## config.mk

```make
export PLATFORM = sky130hd
export DESIGN_NAME = matrix_key_scanner_flat
export DESIGN_NICKNAME = d
export VERILOG_FILES = /design/src/rtl/matrix_key_scanner_if.sv /design/src/rtl/matrix_key_scanner.sv /design/src/flat_wrapper.sv
export SDC_FILE = /design/constraint.sdc
export NUM_CORES = 1
export LEC_CHECK = 0
export CORE_ASPECT_RATIO = 0.5
export CORE_MARGIN = 2
export CORE_UTILIZATION = 49
export DETAILED_ROUTE_END_ITERATION = 10
export PLACE_DENSITY_LB_ADDON = 0.15
export RECOVER_POWER = 50
export SYNTH_ARGS = -nofsm -noshare
export SYNTH_HDL_FRONTEND = slang
export SYNTH_SLANG_ARGS = --single-unit
```

## constraint.sdc

```tcl
create_clock -name clk -period 2.6 [get_ports clk]
set_input_delay 0.52 -clock clk [delete_from_list [all_inputs] [get_ports clk]]
set_output_delay 0.52 -clock clk [all_outputs]
set_load 0.05 [all_outputs]
```

## src/rtl/matrix_key_scanner_if.sv

```systemverilog
// matrix_key_scanner_if: key-event stream from the scanner's event FIFO to
// its consumer. The scanner drives the master side, the key decoder the slave.
interface matrix_key_scanner_if #(
  parameter int CW = 4
);
  logic          ev_valid;
  logic [CW-1:0] ev_code;
  logic          ev_rel;
  logic          ev_ready;

  modport master (output ev_valid, ev_code, ev_rel, input ev_ready);
  modport slave  (input ev_valid, ev_code, ev_rel, output ev_ready);
endinterface

```

## src/rtl/matrix_key_scanner.sv

```systemverilog
// matrix_key_scanner: ROWS x COLS key-matrix scanner.
// - One-cold column strobe on even scan steps, active-low row sample on odd
//   steps; one step per tick, 2*COLS steps per frame.
// - Frame-level debounce: key map follows a frame only after DEB_FRAMES
//   consecutive identical frames.
// - Each key-map update queues at most one event (lowest pressed index) into
//   a FIFO with a sticky overflow flag.
// Optional feature macro: MATRIX_KEY_RELEASE_EN adds release events (lowest
// released index, only when nothing new was pressed); without it ev_rel is 0.
module matrix_key_scanner #(
  parameter  int ROWS       = 4,
  parameter  int COLS       = 4,
  parameter  int DEB_FRAMES = 2,
  parameter  int FIFO_DEPTH = 4,
  localparam int N          = ROWS * COLS,
  localparam int CW         = (N > 1) ? $clog2(N) : 1
) (
  input  logic            clk,
  input  logic            rst,
  input  logic            tick,
  input  logic [ROWS-1:0] row,
  output logic [COLS-1:0] col,
  output logic [N-1:0]    key,
  output logic            tc,
  output logic            ovf,
  matrix_key_scanner_if.master evq
);

  localparam int            IW       = $clog2(2 * COLS);
  localparam int            AW       = $clog2(FIFO_DEPTH);
  localparam logic [IW-1:0] IDX_LAST = IW'(2 * COLS - 1);

  typedef struct packed {
    logic          rel;
    logic [CW-1:0] code;
  } ev_t;

  // lowest set bit index of a key mask (0 when empty, callers gate on |m)
  function automatic logic [CW-1:0] lowest(input logic [N-1:0] m);
    logic [CW-1:0] l;
    l = '0;
    for (int i = N - 1; i >= 0; i--)
      if (m[i]) l = CW'(i);
    return l;
  endfunction

  // ---------------------------------------------------------------- scan
  logic [IW-1:0] idx;
  logic [IW-1:0] cidx;
  logic [N-1:0]  raw;
  logic [N-1:0]  raw_nxt;
  logic [N-1:0]  frm;
  logic          scan_end;

  assign cidx     = idx >> 1;
  assign scan_end = tick && (idx == IDX_LAST);

  // raw map with the column being sampled this step merged in, so the last
  // column of a frame lands in frm on the same edge
  always_comb begin
    raw_nxt = raw;
    if (tick && idx[0])
      for (int r = 0; r < ROWS; r++)
        for (int c = 0; c < COLS; c++)
          if (cidx == IW'(c)) raw_nxt[r*COLS+c] = ~row[r];
  end

  // step counter, column strobe, raw sampling and frame capture
  always_ff @(posedge clk or negedge rst) begin
    if (!rst) begin
      idx <= '0;
      col <= '1;
      raw <= '0;
      frm <= '0;
      tc  <= 1'b0;
    end else begin
      tc <= scan_end;
      if (tick) begin
        raw <= raw_nxt;
        idx <= scan_end ? '0 : idx + IW'(1);
        if (!idx[0]) col <= ~(COLS'(1) << cidx);
        if (scan_end) frm <= raw_nxt;
      end
    end
  end

  // ------------------------------------------------------------ debounce
  logic [N-1:0] prev;
  logic [3:0]   cnt;
  logic [3:0]   cnt_nxt;
  logic         upd;
  logic [N-1:0] pmask;
  logic         ev_req;
  ev_t          ev_new;
  logic         push;
  ev_t          push_ev;

  assign cnt_nxt = (frm != prev)   ? 4'd1 :
                   (cnt == 4'd15)  ? cnt  : cnt + 4'd1;
  assign upd     = tc && (cnt_nxt >= 4'(DEB_FRAMES)) && (frm != key);
  assign pmask   = frm & ~key;

`ifdef MATRIX_KEY_RELEASE_EN
  logic [N-1:0] rmask;
  assign rmask = key & ~frm;
`endif

  // pick the single event an update produces; a press beats a release
  always_comb begin
    ev_req = 1'b0;
    ev_new = '0;
    if (|pmask) begin
      ev_req      = 1'b1;
      ev_new.code = lowest(pmask);
    end
`ifdef MATRIX_KEY_RELEASE_EN
    else if (|rmask) begin
      ev_req      = 1'b1;
      ev_new.rel  = 1'b1;
      ev_new.code = lowest(rmask);
    end
`endif
  end

  // debounce counter, key map, and the registered push toward the FIFO
  always_ff @(posedge clk or negedge rst) begin
    if (!rst) begin
      prev    <= '0;
      cnt     <= '0;
      key     <= '0;
      push    <= 1'b0;
      push_ev <= '0;
    end else begin
      push    <= upd && ev_req;
      push_ev <= ev_new;
      if (tc) begin
        cnt  <= cnt_nxt;
        prev <= frm;
      end
      if (upd) key <= frm;
    end
  end

  // ---------------------------------------------------------------- fifo
  logic [AW:0] wp;
  logic [AW:0] rp;
  ev_t         mem [FIFO_DEPTH];
  logic        empty;
  logic        full;
  logic        pop;
  logic        wr;

  assign empty = (wp == rp);
  assign full  = (wp[AW] != rp[AW]) && (wp[AW-1:0] == rp[AW-1:0]);
  assign pop   = !empty && evq.ev_ready;
  // when full, a same-cycle pop frees the slot being written
  assign wr    = push && (!full || pop);

  // event storage, pointers and sticky overflow
  always_ff @(posedge clk or negedge rst) begin
    if (!rst) begin
      wp  <= '0;
      rp  <= '0;
      ovf <= 1'b0;
      for (int i = 0; i < FIFO_DEPTH; i++) mem[i] <= '0;
    end else begin
      if (wr) begin
        mem[wp[AW-1:0]] <= push_ev;
        wp              <= wp + (AW+1)'(1);
      end
      if (pop) rp <= rp + (AW+1)'(1);
      if (push && full && !pop) ovf <= 1'b1;
    end
  end

  assign evq.ev_valid = !empty;
  assign evq.ev_code  = mem[rp[AW-1:0]].code;
`ifdef MATRIX_KEY_RELEASE_EN
  assign evq.ev_rel   = mem[rp[AW-1:0]].rel;
`else
  assign evq.ev_rel   = 1'b0;
`endif

endmodule

```

## src/flat_wrapper.sv

```systemverilog
// flat-port wrapper written by rule: the top's interface ports become plain ports
module matrix_key_scanner_flat 
#(
  parameter  int ROWS       = 4,
  parameter  int COLS       = 4,
  parameter  int DEB_FRAMES = 2,
  parameter  int FIFO_DEPTH = 4,
  localparam int N          = ROWS * COLS,
  localparam int CW         = (N > 1) ? $clog2(N) : 1
)
  (clk, rst, tick, row, col, key, tc, ovf, evq_ev_valid, evq_ev_code, evq_ev_rel, evq_ev_ready);
  matrix_key_scanner_if #(.CW(($clog2((ROWS * COLS))))) evq_i ();
  input  logic clk;
  input  logic rst;
  input  logic tick;
  input  logic [ROWS-1:0] row;
  output logic [COLS-1:0] col;
  output logic [N-1:0] key;
  output logic tc;
  output logic ovf;
  output wire logic [$bits(evq_i.ev_valid)-1:0] evq_ev_valid;
  output wire logic [$bits(evq_i.ev_code)-1:0] evq_ev_code;
  output wire logic [$bits(evq_i.ev_rel)-1:0] evq_ev_rel;
  input wire logic [$bits(evq_i.ev_ready)-1:0] evq_ev_ready;
  assign evq_ev_valid = evq_i.ev_valid;
  assign evq_ev_code = evq_i.ev_code;
  assign evq_ev_rel = evq_i.ev_rel;
  assign evq_i.ev_ready = evq_ev_ready;
  matrix_key_scanner #(.ROWS(ROWS), .COLS(COLS), .DEB_FRAMES(DEB_FRAMES), .FIFO_DEPTH(FIFO_DEPTH)) u_core (.clk(clk), .rst(rst), .tick(tick), .row(row), .col(col), .key(key), .tc(tc), .ovf(ovf), .evq(evq_i));
endmodule
```

==> impl_metrics.yaml <==
run_status:
  status: "finished, final reports clean"
sta:
  finalSetupTns_ns: 0
  final.setup.worst_slack_ns: 0.146
  tightest_slew_ns: 1.28
  layout_min_cycle_time_ns: 2.45
  final-setup-viol-count: 0
  rsz0062_at_grt: "no"
  fmax_ghz: 0.407
  fin_skew_ns: 0.00757
  slew_headroom_pct: 14.7
  finalMaxSlewViolations: 0
  final_hold_viol_count: 0
  fin_crit_sh_pct: 94.4
yosys:
  netlist_area_sq_um: 4830
  ys_types: 45
  async_flop_share_pct: 100
  ys_warn_count: 0
  yosys.area_share.simple_pct: 8.29
  yosysSeqAreaShare_pct: 54.0
  synth_top_family_by_area: "multiplexers"
  yosys.area_share.adder_pct: 6.22
  yosysTopAreaCell: "dfrtp_1"
  postSynthAreaPerCell_sq_um: 12.6
  synth_edf_count: 0
  ys.flop_type: "dfrtp_1"
  synth_compound_area_share_pct: 6.22
  synthXorXnorAreaFrac_pct: 4.17
  syn-instance-count: 384
  synth_mux_area_share_pct: 17.8
  ys_top_cells_by_area: "dfrtp_1, mux2_2, ha_1"
  ys_ff_latch: 104
  yosysTopAreaCellShare_pct: 51.8
  synth_nets: 416
detailed_routing:
  first_pass_iters: 4
  dr_total_vias: 2989
  drc: 0
  postRouteAntennaNets: 0
  routedWlPerCell_microns: 16.6
  drt_wl_total_microns: 9400
  drtIter0Drc: 145
  viasPerCell: 5.28
final_layout:
  layout-drive-gt1-share_pct: 23.2
  layout_common_cells: "dfrtp_1, mux2_2, nand2_1"
  layout_commonest_cell: "dfrtp_1"
  n_antenna_cell: 0
  area_delta_synth_final_pct: 16.5
  fill_cells: 785
  final_nets: 458
  final_core_util_pct: 59.1
grt:
  grt_max_degree: 54
  grt_usage_pct: 19.5
  first_global_vias: 3143
  grt_antenna_before_repair: 0
  grt_pass1_wl_microns: 15700
  overflow: 0
setup_path:
  critPathMaxFanout: 7
  cp-start-kind: "register"
  max_stage_delay_ns: 0.58
  critPathKind: "register to output port"
  end_kind: "output port"
  path_cells: "mux4_2, dlygate4sd2_1"
  critPathArrivalTime_ns: 1.93
  crit_slowest_cell: "dfrtp_1"
  worstPathRequired_ns: 2.08
placement:
  hpwl_microns: 6910
  gp_congestion: 0.822
  port_buffers: 34
  place_ws_ns: 0.183
min_path:
  hp-class: "input pin to async pin"
clock_tree:
  hold_buffers: 0
  cts-root-buf: "clkbuf_16"
  postCtsSetupRepairBufs: 0
  path_clk_slew_ns: 0.07
  cts_buffer_depth: 2
  cts.sinks: 104
  tritoncts: "done"
  htreeDepth: 3
  clock_latency_ns: 0.35
  cts_buffers: 9
floorplan:
  die_y_microns: 74.2
  dieArea_sq_um: 10700
  core-area_sq_um: 9510
  io_pins: 36
  rows: 25
  start_util_pct: 50.8
  chipWidth_microns: 144
pwr:
  vdd_drop_max_v: 0.000733
  power.leakage_nw: 2.61
  powerDensity_nw_per_um2: 1080
flow_run:
  cap_violations: 0
## cells by family (layout without fill, tap and decap cells)
group | Yosys count | after routing
flip-flops | 104 | 104
AND/OR/NAND/NOR | 76 | 76
buffers and inverters | 37 | 84
XOR/XNOR | 23 | 23
multiplexers | 69 | 69
AO/OA/AOI/OAI | 50 | 50
other | 1 | 1
adder cells (fa/ha/maj) | 24 | 24
## power by group
part	switching, W	internal (W)	total (W)
Sequential	0.000466	0.00211	0.00258
Clock	0.000621	0.000759	0.00138
Combinational	0.00115	0.000994	0.00214
## area by class of cell
cell class	instances	area [sq um]	share of cell area, %
clock buffer	9	225	4.01
multi-input combinational	243	2070	36.7
inverter	25	93.8	1.67
tap	135	169	3.00
sequential	104	2610	46.4
timing repair buffer	43	384	6.83
clock inverter	7	77.6	1.38
## registers in the layout (all words and copies together), names as in the netlist
name,flops
u_core.mem,16
u_core.rp,3
u_core.col,4
u_core.push_ev,4
u_core.ovf,1
u_core.raw,16
u_core.idx,3
u_core.wp,3
u_core.tc,1
u_core.prev,16
u_core.frm,16
u_core.cnt,4
u_core.key,16
u_core.push,1
## final timing paths
path / from / endpoint / slack [ns] / cells past startpoint
max: u_core.rp[0] / evq_ev_code[2] / 0.15 / 2
min: rst / u_core.idx[0] / 0.44 / 1
max reg2reg: u_core.frm[5] / u_core.key[9] / 0.23 / 6
min reg2reg: u_core.ovf / u_core.ovf / 0.46 / 1
max in group asynchronous: rst / u_core.cnt[1] / 0.62 / 2
min in group clk: u_core.ovf / u_core.ovf / 0.46 / 1
## worst max-delay path: cells and delay by family, from the launching register on
family,cells,cell delay (ns)
flip-flops,1,0.58
multiplexers,1,0.57
buffers and inverters,1,0.44
## through the flow
step / cell area, sq um / instances / total power (W) / hold slack, ns
global route: 5620 / 566 / 0.00652 / 0.489
finish: 5620 / 566 / 0.00610 / 0.442
global placement: 5350 / 550 / 0.00468 / 0.441
CTS: 5650 / 566 / 0.00617 / 0.216
detailed placement: 5350 / 550 / 0.00477 / 0.450
floorplan: 4830 / 384 / 0.00408 / 0.224
## Yosys cell counts (2+ instances only)
master    number
a21oi_1        8
nor2_1        10
dfrtp_1      100
nor4_1         4
a21o_1         2
buf_2          2
clkbuf_1       4
nor2b_1        5
nand3_1        6
buf_1          3
xnor2_1       22
o21ai_0       26
dfstp_2        4
nand4_1       11
a21boi_0       2
mux4_2         4
mux2_4        10
ha_1          24
nand2b_1       3
nand2_1       30
mux2_2        55
a41oi_1        2
inv_1         25
## per-layer routing
layer	wire length (microns)	GRT usage (%)	share of wire, %	up-vias
li1	-	-	-	1425
met1	4520	25.9	48	1508
met2	4400	32.1	47	40
met3	350	5.60	3.7	16
met4	132	5.83	1.4	0
met5	0	0	0	-
## repair_timing
action | CTS | global route
setup endpoints to repair | 5 | 0
resized for setup | 5 | 0
hold endpoints to repair | 0 | 0
No activity file was read; power rests on OpenSTA's default activity.
